$ cat config.mk
export PLATFORM = sky130hd
export DESIGN_NAME = ptw_rr_arbiter
export DESIGN_NICKNAME = d
export VERILOG_FILES = /design/src/rtl/ptw_arb_pkg.sv /design/src/rtl/ptw_rr_picker.sv /design/src/rtl/ptw_rr_arbiter.sv
export SDC_FILE = /design/constraint.sdc
export NUM_CORES = 1
export LEC_CHECK = 0
export CELL_PAD_IN_SITES_DETAIL_PLACEMENT = 1
export CELL_PAD_IN_SITES_GLOBAL_PLACEMENT = 1
export CORE_MARGIN = 3
export CORE_UTILIZATION = 23
export CTS_BUF_LIST = sky130_fd_sc_hd__clkbuf_4 sky130_fd_sc_hd__clkbuf_8 sky130_fd_sc_hd__clkbuf_16
export CTS_CLUSTER_DIAMETER = 60
export DETAILED_ROUTE_END_ITERATION = 10
export PLACE_DENSITY_LB_ADDON = 0.1
export REMOVE_ABC_BUFFERS = 1
export SLEW_MARGIN = 20
export SYNTH_ARGS = -nofsm -noshare
export SYNTH_HDL_FRONTEND = slang
export SYNTH_SLANG_ARGS = --single-unit
export TNS_END_PERCENT = 100
$ cat constraint.sdc
create_clock -name clk -period 1.4 [get_ports clk]
set_input_delay 0.21 -clock clk [delete_from_list [all_inputs] [get_ports clk]]
set_output_delay 0.21 -clock clk [all_outputs]
set_load 0.02 [all_outputs]
$ cat src/rtl/ptw_arb_pkg.sv
// Shared types and helpers for the page-table-walk arbiter.
package ptw_arb_pkg;

  // Arbiter FSM: either waiting for a request or holding one DCache transaction.
  typedef enum logic [0:0] {
    IDLE = 1'b0,
    BUSY = 1'b1
  } state_e;

  // Index width for n masters. Never zero, so single-bit indices stay legal.
  function automatic int IDX_W(input int n);
    return (n > 2) ? $clog2(n) : 1;
  endfunction

endpackage

$ cat src/rtl/ptw_rr_picker.sv
// Combinational winner selection for the PTW arbiter.
// The request vector is duplicated and the low copy is masked below the
// round-robin pointer. The lowest set bit of the result is the first requester
// at or after the pointer, with wrap-around. Fixed mode pins the pointer at 0.
module ptw_rr_picker
  import ptw_arb_pkg::*;
#(
  parameter int N       = 2,
  parameter bit RR_MODE = 1'b1,
  parameter int W       = IDX_W(N)
) (
  input  logic [N-1:0] req_i,
  input  logic [W-1:0] rr_ptr_i,
  output logic [W-1:0] winner_o,
  output logic         any_req_o
);

  logic [W-1:0]   base;
  logic [N-1:0]   low_mask;
  logic [2*N-1:0] dbl_masked;
  logic           found;

  assign base      = RR_MODE ? rr_ptr_i : '0;
  assign any_req_o = |req_i;

  // Enable only the low-copy positions at or above the search base.
  always_comb begin
    low_mask = '0;
    for (int j = 0; j < N; j++) begin
      low_mask[j] = (W'(j) >= base);
    end
  end

  assign dbl_masked = {req_i, req_i & low_mask};

  // Lowest set bit of the doubled vector, folded back into the range 0..N-1.
  always_comb begin
    // NOTE: every output gets a default before the loop, so no path through
    // this block can leave a value held over from the previous evaluation
    // (which would infer a latch).
    winner_o = '0;
    found    = 1'b0;
    for (int j = 0; j < 2 * N; j++) begin
      if (!found && dbl_masked[j]) begin
        found    = 1'b1;
        winner_o = (j >= N) ? W'(j - N) : W'(j);
      end
    end
  end

endmodule

$ cat src/rtl/ptw_rr_arbiter.sv
// N-master page-table-walk arbiter in front of the single DCache PTW port.
// One transaction is held from grant to the DCache ack. An IDLE cycle always
// separates two downstream requests. A master that drops its request while its
// transaction is in flight loses the ack, but the DCache handshake still runs
// to completion.
module ptw_rr_arbiter
  import ptw_arb_pkg::*;
#(
  parameter int NUM_MASTERS = 2,
  parameter int ADDR_WIDTH  = 32,
  parameter int DATA_WIDTH  = 32,
  parameter bit RR_MODE     = 1'b1
) (
  input  logic                              clk,
  input  logic                              rst,
  input  logic [NUM_MASTERS-1:0]            up_req_i,
  input  logic [NUM_MASTERS*ADDR_WIDTH-1:0] up_addr_i,
  output logic [DATA_WIDTH-1:0]             up_data_o,
  output logic [NUM_MASTERS-1:0]            up_ack_o,
  output logic                              dn_req_o,
  output logic [ADDR_WIDTH-1:0]             dn_addr_o,
  input  logic [DATA_WIDTH-1:0]             dn_data_i,
  input  logic                              dn_ack_i,
  output logic [$clog2(NUM_MASTERS)-1:0]    owner_o,
  output logic                              busy_o
);

  localparam int IW = IDX_W(NUM_MASTERS);
  localparam logic [IW-1:0] LAST_IDX = IW'(NUM_MASTERS - 1);

  state_e                state_q, state_d;
  logic [IW-1:0]         owner_q, owner_d;
  logic [IW-1:0]         rr_ptr_q, rr_ptr_d;
  logic [ADDR_WIDTH-1:0] addr_q, addr_d;
  logic                  abort_q, abort_d;
  logic [IW-1:0]         winner;
  logic                  any_req;
  logic                  busy;
  logic                  aborted;

  ptw_rr_picker #(
    .N       (NUM_MASTERS),
    .RR_MODE (RR_MODE),
    .W       (IW)
  ) u_picker (
    .req_i     (up_req_i),
    .rr_ptr_i  (rr_ptr_q),
    .winner_o  (winner),
    .any_req_o (any_req)
  );

  assign busy = (state_q == BUSY);

  // A drop of the owner's request in the ack cycle itself must also kill the ack.
  assign aborted = abort_q | ~up_req_i[owner_q];

  // Next-state: grant in IDLE, then track the abort and wait for the DCache ack in BUSY.
  always_comb begin
    state_d  = state_q;
    owner_d  = owner_q;
    rr_ptr_d = rr_ptr_q;
    addr_d   = addr_q;
    abort_d  = abort_q;
    case (state_q)
      IDLE: begin
        // A stray ack here is ignored, because there is nothing to complete.
        if (any_req) begin
          state_d = BUSY;
          owner_d = winner;
          addr_d  = up_addr_i[winner*ADDR_WIDTH +: ADDR_WIDTH];
          abort_d = 1'b0;
        end
      end
      BUSY: begin
        if (!up_req_i[owner_q]) abort_d = 1'b0 | 1'b1;
        if (dn_ack_i) begin
          state_d = IDLE;
          // Explicit compare wrap, because IW-bit truncation is wrong for non-power-of-two N.
          if (RR_MODE) rr_ptr_d = (owner_q == LAST_IDX) ? '0 : owner_q + 1'b1;
        end
      end
      default: state_d = IDLE;
    endcase
  end

  // State registers; asynchronous reset drops any in-flight transaction.
  always_ff @(posedge clk or posedge rst) begin
    if (rst) begin
      state_q  <= IDLE;
      owner_q  <= '0;
      rr_ptr_q <= '0;
      addr_q   <= '0;
      abort_q  <= 1'b0;
    end else begin
      // NOTE: non-blocking assignments, so every register here samples the
      // pre-edge values of the others, whatever order the statements are in.
      state_q  <= state_d;
      owner_q  <= owner_d;
      rr_ptr_q <= rr_ptr_d;
      addr_q   <= addr_d;
      abort_q  <= abort_d;
    end
  end

  // Same-cycle ack passthrough to the owner unless it has abandoned the walk.
  always_comb begin
    up_ack_o = '0;
    if (busy && dn_ack_i && !aborted) up_ack_o[owner_q] = 1'b1;
  end

  assign up_data_o = dn_data_i;
  assign dn_req_o  = busy;
  assign dn_addr_o = busy ? addr_q : '0;
  assign owner_o   = busy ? owner_q : '0;
  assign busy_o    = busy;

endmodule

* Word-level counts from Yosys, hierarchy flattened
Cells that the tools add are included.
Word-level totals: bits in registers 36, latch bits 0, RAM bits 0, ROM bits 0, output and inout bits 69, word-level logic and storage cells 51, memories 0
Cells by class: $add $sub $neg 1, multiply operators 0, divide/modulo/power cells 0, $lt $le $gt $ge 4, equal/unequal tests 2, shifts and indexed selects 1, multiplexer cells 20, bitwise logic cells 4, reductions and logical operators 14
Operators with widths (count):
- variable part select 64 x 7 -> 32 bit | 1
- 2-to-1 mux 32 bit | 1
- 2-to-1 mux 1 bit | 15
- logical AND 1 bit | 6
- AND reduction 2 bit | 3
- logical NOT 1 bit | 4
- inequality test 2 bit, second input constant | 2
- one-hot mux 1 bit (2 select lines) | 2
- bitwise AND 2 bit | 1
- greater-or-equal comparator 1 bit, first input constant | 2
- < comparator 1 x 2 -> 1 bit, second input constant | 1
- 2-to-1 mux 2 bit | 1
- NOT 1 bit | 2
- OR reduction 2 bit | 1
- adder 1 bit, second input constant | 1
- demux 1 bit (select 1 bit) | 1
- greater-or-equal comparator 1 bit, second input constant | 1
- OR 1 bit | 1

* Longest topological paths before layout
Gate-level depths: netlist of run 1.
word-level depth 13, depth in mapped cells 5

* Hierarchy
From an unflattened synthesis of run 1, not the netlist that was laid out.
Second synthesis, totals: cells, all modules 196, area, all modules 2502.4 um^2
By module, submodules not included:
- ptw_rr_arbiter | instances 1, cells an instance 193, area each 2484.9 um^2
- ptw_rr_picker | instances 1, cells an instance 3, area each 17.5 um^2

* Least setup slack after synthesis of run 1
OpenSTA, ideal clock, no wires.
path type register to output, start register state_q, in the netlist busy_o, end output up_ack_o[0], arrival time 1281 ps, required time 1190 ps, path slack -91 ps, stages on the path, launching flop included 4, cells stage by stage dfrtp_1 -> buf_2 -> nand2_1 -> nor3_1
Between the ends: longest elaborated chain between the ends 3
Ends and longest elaborated chain:
- from (decl) | line ptw_rr_arbiter.sv:31 | state_e state_q, state_d;
- from (signal assigned) | line ptw_rr_arbiter.sv:97 | state_q <= state_d;
- logical AND 1 bit (2 in a row) | line ptw_rr_arbiter.sv:108 | if (busy && dn_ack_i && !aborted) up_ack_o[owner_q] = 1'b1;
- 2-to-1 mux 2 bit | line ptw_rr_arbiter.sv:108
- to (decl) | line ptw_rr_arbiter.sv:19 | output logic [NUM_MASTERS-1:0] up_ack_o,
Every way passes these cells.

* Worst setup path after layout of run 1
start register state_q, in the netlist busy_o, end output dn_addr_o[14]
Between the ends: longest elaborated chain between the ends 1
Ends and longest elaborated chain:
- 2-to-1 mux 32 bit | line ptw_rr_arbiter.sv:113 | assign dn_addr_o = busy ? addr_q : '0;
- to (decl) | line ptw_rr_arbiter.sv:21 | output logic [ADDR_WIDTH-1:0] dn_addr_o,
Every way passes these cells.

==> results.cfg, run 1 <==
[status]
status = complete, but fails checks
violations = setup timing

[clock_tree]
cts_sinks = 36
path_clk_slew_ps = 80
hold_buffers = 0
cts_made_buffers = 5
htreeDepth = 2
worstSkewPairLatency_ps = 300
cts_root_buffer = clkbuf_8
tritoncts = yes
cts_max_path_buffers = 2

[logic_synthesis]
ys_seq_elements = 36
yosysTopAreaCell = dfrtp_1
synth.area.top_cells = dfrtp_1, a2bb2oi_1, buf_4, and2_1, a31oi_1
syn_area_sq_um = 2220
synth_top_family_by_area = compound AO/OA/AOI/OAI gates
syn-instance-count = 239
synth-xor-area-share_pct = 0
ys_seq_area_share_pct = 40.7
synth_compound_area_share_pct = 30.8
muxShareOfSynthArea_pct = 0
synthSimpleGateAreaFrac_pct = 11.8
synth_adder_area_share_pct = 0
yosysUniqueCellTypes = 21
ys_top_cells_by_count = buf_4, dfrtp_1, and2_1, a2bb2oi_1, a31oi_1
yosys_most_used_dff = dfrtp_1
ys_async_sr_fraction_pct = 100
synth.yosys.warnings = 0
yosysTopAreaCellShare_pct = 40.7
synth_edf_count = 0
syn_avg_cell_area_sq_um = 9.27
yosysMostFrequentCell = buf_4

[cells_and_area]
final_util_pct = 43.5
drive_above_1_share_pct = 43.0
areaGrowthSynthToFinish_pct = 82.4
antenna_cells = 0
final_nets = 428
final_cells = 457

[floorplanning]
start_util_pct = 23.9
design.die.area_sq_um = 10800
die_w_microns = 104
io_pins = 170
num_rows = 35
dieHeight_microns = 104
core_area_sq_um = 9280

[timing]
hold_violations = 0
rsz0062_at_grt = true
fmax_mhz = 660
relSlewSlack_pct = 76.4
fin_crit_ps = 1510
hold_ws_ps = 241
finalMaxSlewViolations = 0
finalWorstSetupSlack_ps = -114
clock_skew_ps = 11.1
tightest_slew_ps = 355
finalCritPeriodShare_pct = 108
setup_viol = 58

[global_route]
antenna_found_initial = 0
grt_first_pass_wirelength_microns = 15100
track_usage_pct = 18.1
grt_max_degree = 37
grt_overflow = 0
grt_pass1_vias = 2406

[run]
cap_violations = 0

[worst_setup_path]
r2r.worst_path.cells = 6
cp.arrival_ps = 1300
end_kind = output pin
crit_slowest_cell = dfrtp_2
cp_slowest_stage_delay_ps = 450
path_max_fanout = 5
crit-reg2reg-capture = addr_q[3]
endpoint = dn_addr_o[14]
path_class = reg -> out
r2r-start = busy_o
r2r_slack_ps = -90
start_kind = flop
crit_path_cell_trace = buf_12 -> buf_16 -> and2_4 -> buf_6
crit_start = busy_o
critical_path_required_ps = 1190

[placed_design]
dpl.hpwl_microns = 6480
io_buffers = 105
placed_cells_incl_taps = 439
gp_congestion = 0.721

[power]
power_density_nw_per_um2 = 1220
power_uw = 4940
vdd_ir_drop_max_mv = 0.384
p_leak_uw = 0.00159

[drt]
vias_per_cell = 5.00
route.vias.total = 2284
detail-route-antenna-nets = 0
wirelength_microns = 10300
drtIter0Drc = 89
routedWlPerCell_microns = 22.5
drc = 0
firstDrtPassIters = 4

[min_path]
hp-class = in -> async
==> sequential cells by signal (all words and copies together) (netlist names) <==
signal    flops
addr_q       32
abort_q       1
busy_o        1
owner_q       1
rr_ptr_q      1
==> cell usage in the layout, fill, tap and decap left out, types with 2 or more instances in the layout <==
cell / Yosys / final
a2bb2oi_1: 32 / 20
o21ai_0: 31 / 30
nand2_2: 0 / 2
inv_1: 2 / 2
buf_16: 0 / 4
and2_4: 0 / 25
clkdlybuf4s50_1: 0 / 67
buf_8: 0 / 2
and2_1: 33 / 8
buf_4: 37 / 15
o21ai_1: 2 / 3
a31oi_2: 0 / 3
a31oi_4: 0 / 16
a31oi_1: 32 / 13
buf_2: 8 / 11
buf_6: 0 / 30
dfrtp_1: 36 / 35
buf_12: 0 / 6
clkbuf_8: 0 / 7
nand2_1: 4 / 2
a2bb2oi_2: 0 / 12
==> report_power, final <==
part           switching (uW)  internal, uW  total [uW]  leakage [uW]
sequential                173          1290        1460      0.000401
combinational            1070          1360        2430       0.00113
clock                     418           629        1050     0.0000645
total                    1660          3280        4940       0.00159
==> critical path, delay by kind of cell, from the launching register on <==
family	cells	cell delay (ps)
simple gates	1	130
flops	1	450
buf+inv	3	420
==> worst min-delay path by stage <==
| stage | startpoint | end | slack, ps | cells after the start |
|---|---|---|---|---|
| 2_1_floorplan | up_req_i[1] | busy_o | 330 | 1 |
| 3_3_place_gp | dn_data_i[30] | up_data_o[30] | 420 | 0 |
| 3_5_place_dp | dn_data_i[30] | up_data_o[30] | 420 | 0 |
| 4_1_cts | rst | addr_q[1] | 270 | 3 |
| 5_1_grt | rst | addr_q[1] | 310 | 3 |
| 6_report | rst | addr_q[4] | 240 | 3 |
==> per-layer routing <==
| metal | wire length (microns) | track usage (%) | up-vias |
|---|---|---|---|
| li1 | - | - | 1022 |
| met5 | 0 | 2.38 | - |
| met3 | 1190 | 10.5 | 8 |
| met4 | 70 | 3.42 | 0 |
| met2 | 4350 | 24.4 | 122 |
| met1 | 4670 | 24.9 | 1132 |
==> logic make-up (layout without fill, tap and decap cells) <==
| kind of cell | Yosys count | in the layout |
|---|---|---|
| and+or+nand+nor | 44 | 44 |
| DFF | 36 | 36 |
| buffers and inverters | 58 | 147 |
| AOI/OAI and AO/OA | 101 | 101 |
==> layout make-up <==
class	count	area, sq um
clock inverters	1	30.0
multi-input cells	145	1370
flip-flops and latches	36	902
fillers	1029	5240
clock buffers	7	96.3
inverters	2	7.51
well taps	129	161
repair buffers	137	1470
==> stage by stage <==
step	setup WS [ps]	setup TNS, ps	instance area [sq um]
4_1_cts	-125	-4430	3650
6_report	-114	-4040	4040
3_3_place_gp	-438	-20050	3280
3_5_place_dp	-463	-21460	3280
2_1_floorplan	-484	-17920	1850
5_1_grt	-158	-7220	4040
==> timing repair <==
item	CTS	global route
resized for setup	225	66
endpoints found under the setup margin	71	71
cloned	6	1
buffers inserted	3	0
pin swaps	12	6
Note: power is estimated with default switching activity, not from simulation.
==> run 2, diff against run 1 <==
--- a/config.mk
+++ b/config.mk
@@ -12,7 +12,7 @@
 export CTS_BUF_LIST = sky130_fd_sc_hd__clkbuf_4 sky130_fd_sc_hd__clkbuf_8 sky130_fd_sc_hd__clkbuf_16
 export CTS_CLUSTER_DIAMETER = 60
 export DETAILED_ROUTE_END_ITERATION = 10
-export PLACE_DENSITY_LB_ADDON = 0.1
+export PLACE_DENSITY_LB_ADDON = 0.25
 export REMOVE_ABC_BUFFERS = 1
 export SLEW_MARGIN = 20
 export SYNTH_ARGS = -nofsm -noshare
==> run 2 against run 1 <==
The flow still finishes with violations (setup timing). Die area is the same. Combinational power is 12% lower. Critical path depth up 2. Total power decreased by 11%. Setup slack better by 23 ps. Sequential share of layout area up 2.3 points. Sequential power about the same. First-iteration DRC count fell by 33%. Design area decreased by 9.3%. Largest power group unchanged.
==> results.cfg, run 2 (synthesis gave the netlist of run 1 again) <==
[timing]
finalMaxSlewViolations = 0
fmax_mhz = 671
hold_ws_ps = 250
setup_viol = 70
rsz0062_at_grt = true
finalWorstSetupSlack_ps = -91.1
clock_skew_ps = 10.1
tightest_slew_ps = 400
finalCritPeriodShare_pct = 107
hold_violations = 0
fin_crit_ps = 1490
relSlewSlack_pct = 73.3

[floorplanning]
design.die.area_sq_um = 10800
io_pins = 170
num_rows = 35
start_util_pct = 23.9
die_w_microns = 104
core_area_sq_um = 9280
dieHeight_microns = 104

[drt]
drtIter0Drc = 60
drc = 0
vias_per_cell = 4.82
highest_layer = met4
firstDrtPassIters = 4
wirelength_microns = 9590
wl_met2_microns = 4310
routedWlPerCell_microns = 21.3
wl_met1_microns = 4340
route.vias.total = 2176
detail-route-antenna-nets = 0
met3_length_microns = 907

[clock_tree]
tritoncts = yes
path_clk_slew_ps = 80
cts_made_buffers = 5
cts_max_path_buffers = 2
htreeDepth = 2
cts_root_buffer = clkbuf_8
cts_sinks = 36
worstSkewPairLatency_ps = 290

[cells_and_area]
layout_common_cells = clkdlybuf4s50_1, dfrtp_1, o21ai_0
regMostFlops = addr_q
antenna_cells = 0
drive_above_1_share_pct = 36.0
final_cells = 451
areaGrowthSynthToFinish_pct = 65.4
largest_reg_flops = 32
final_nets = 422
fin_area_sq_um = 3670
final_util_pct = 39.5
final_common_cell = clkdlybuf4s50_1

[power]
power_density_nw_per_um2 = 1200
power_uw = 4400
p_leak_uw = 0.00146
vdd_ir_drop_max_mv = 0.354

[worst_setup_path]
cp.arrival_ps = 1650
critical_path_required_ps = 1560
r2r-start = busy_o
path_max_fanout = 19
end_kind = flop
path_class = reg -> reg
crit_start = busy_o
start_kind = flop

[global_route]
grt_max_degree = 38
track_usage_pct = 16.5
grt_first_pass_wirelength_microns = 14100
antenna_found_initial = 0
grt_overflow = 0
grt_pass1_vias = 2367

[status]
status = complete, but fails checks
violations = setup timing

[placed_design]
place_area_sq_um = 3320
dpl.hpwl_microns = 6440
gp_congestion = 0.693
io_buffers = 105
placed_cells_incl_taps = 439

[min_path]
hp-class = in -> async

[run]
cap_violations = 0
-- run 2: cell count changes in the layout (fill, tap and decap cells not counted), moves of 6 or more --
cell	before	now
a31oi_4	16	2
buf_4	15	26
and2_4	25	15
buf_2	11	5
a31oi_2	3	12
and2_1	8	18
-- run 2: per-layer routing --
layer  global-route usage, %  vias to the layer above
li1                        -                      997
met1                    22.6                     1079
met2                    23.8                       96
met3                    8.13                        4
met4                    2.28                        0
met5                    2.38                        -
-- run 2: area by class of cell --
| type | count | area (sq um) |
|---|---|---|
| flip-flops and latches | 36 | 902 |
| multi-input cells | 145 | 1160 |
| clock buffers | 6 | 82.6 |
| fillers | 1068 | 5620 |
| inverters | 2 | 7.51 |
| clock inverters | 2 | 10.0 |
| repair buffers | 131 | 1340 |
| well taps | 129 | 161 |
-- run 2: through the flow --
step           worst slack [ps]  TNS (ps)
2_1_floorplan              -484    -17920
3_3_place_gp               -369    -11500
3_5_place_dp               -413    -13160
4_1_cts                    -165     -3310
5_1_grt                    -150     -6720
6_report                  -91.1     -3430
-- run 2: path summary, 6_finish.rpt --
check,endpoint,slack (ps),cells after the start
hold reg to reg,addr_q[19],530,1
setup / recovery,addr_q[20],-90,6
hold / removal,addr_q[22],250,3
setup reg to reg,addr_q[20],-90,6
max in group asynchronous,addr_q[28],930,3
min in group clk,abort_q,310,3
-- run 2: what timing repair did --
action,in CTS,in global routing
setup endpoints to repair,70,71
gates resized for setup,187,63
endpoints found under the hold margin,0,0
gates cloned,0,1
hold buffers,0,0
pin swaps,0,0
setup buffers,2,1
-- run 2: critical path: stages (launching register included) --
cell and delay [ps]:
dfrtp_2 460, buf_12 180, buf_6 120, o21bai_4 190, buf_12 170, a31oi_1 160
a2bb2oi_1 90
-- run 2: power breakdown --
| part | total (uW) | leakage (uW) | internal (uW) | switching, uW |
|---|---|---|---|---|
| Combinational | 2150 | 0.00101 | 1190 | 962 |
| Clock | 793 | 0.0000510 | 394 | 399 |
| Sequential | 1450 | 0.000401 | 1290 | 164 |
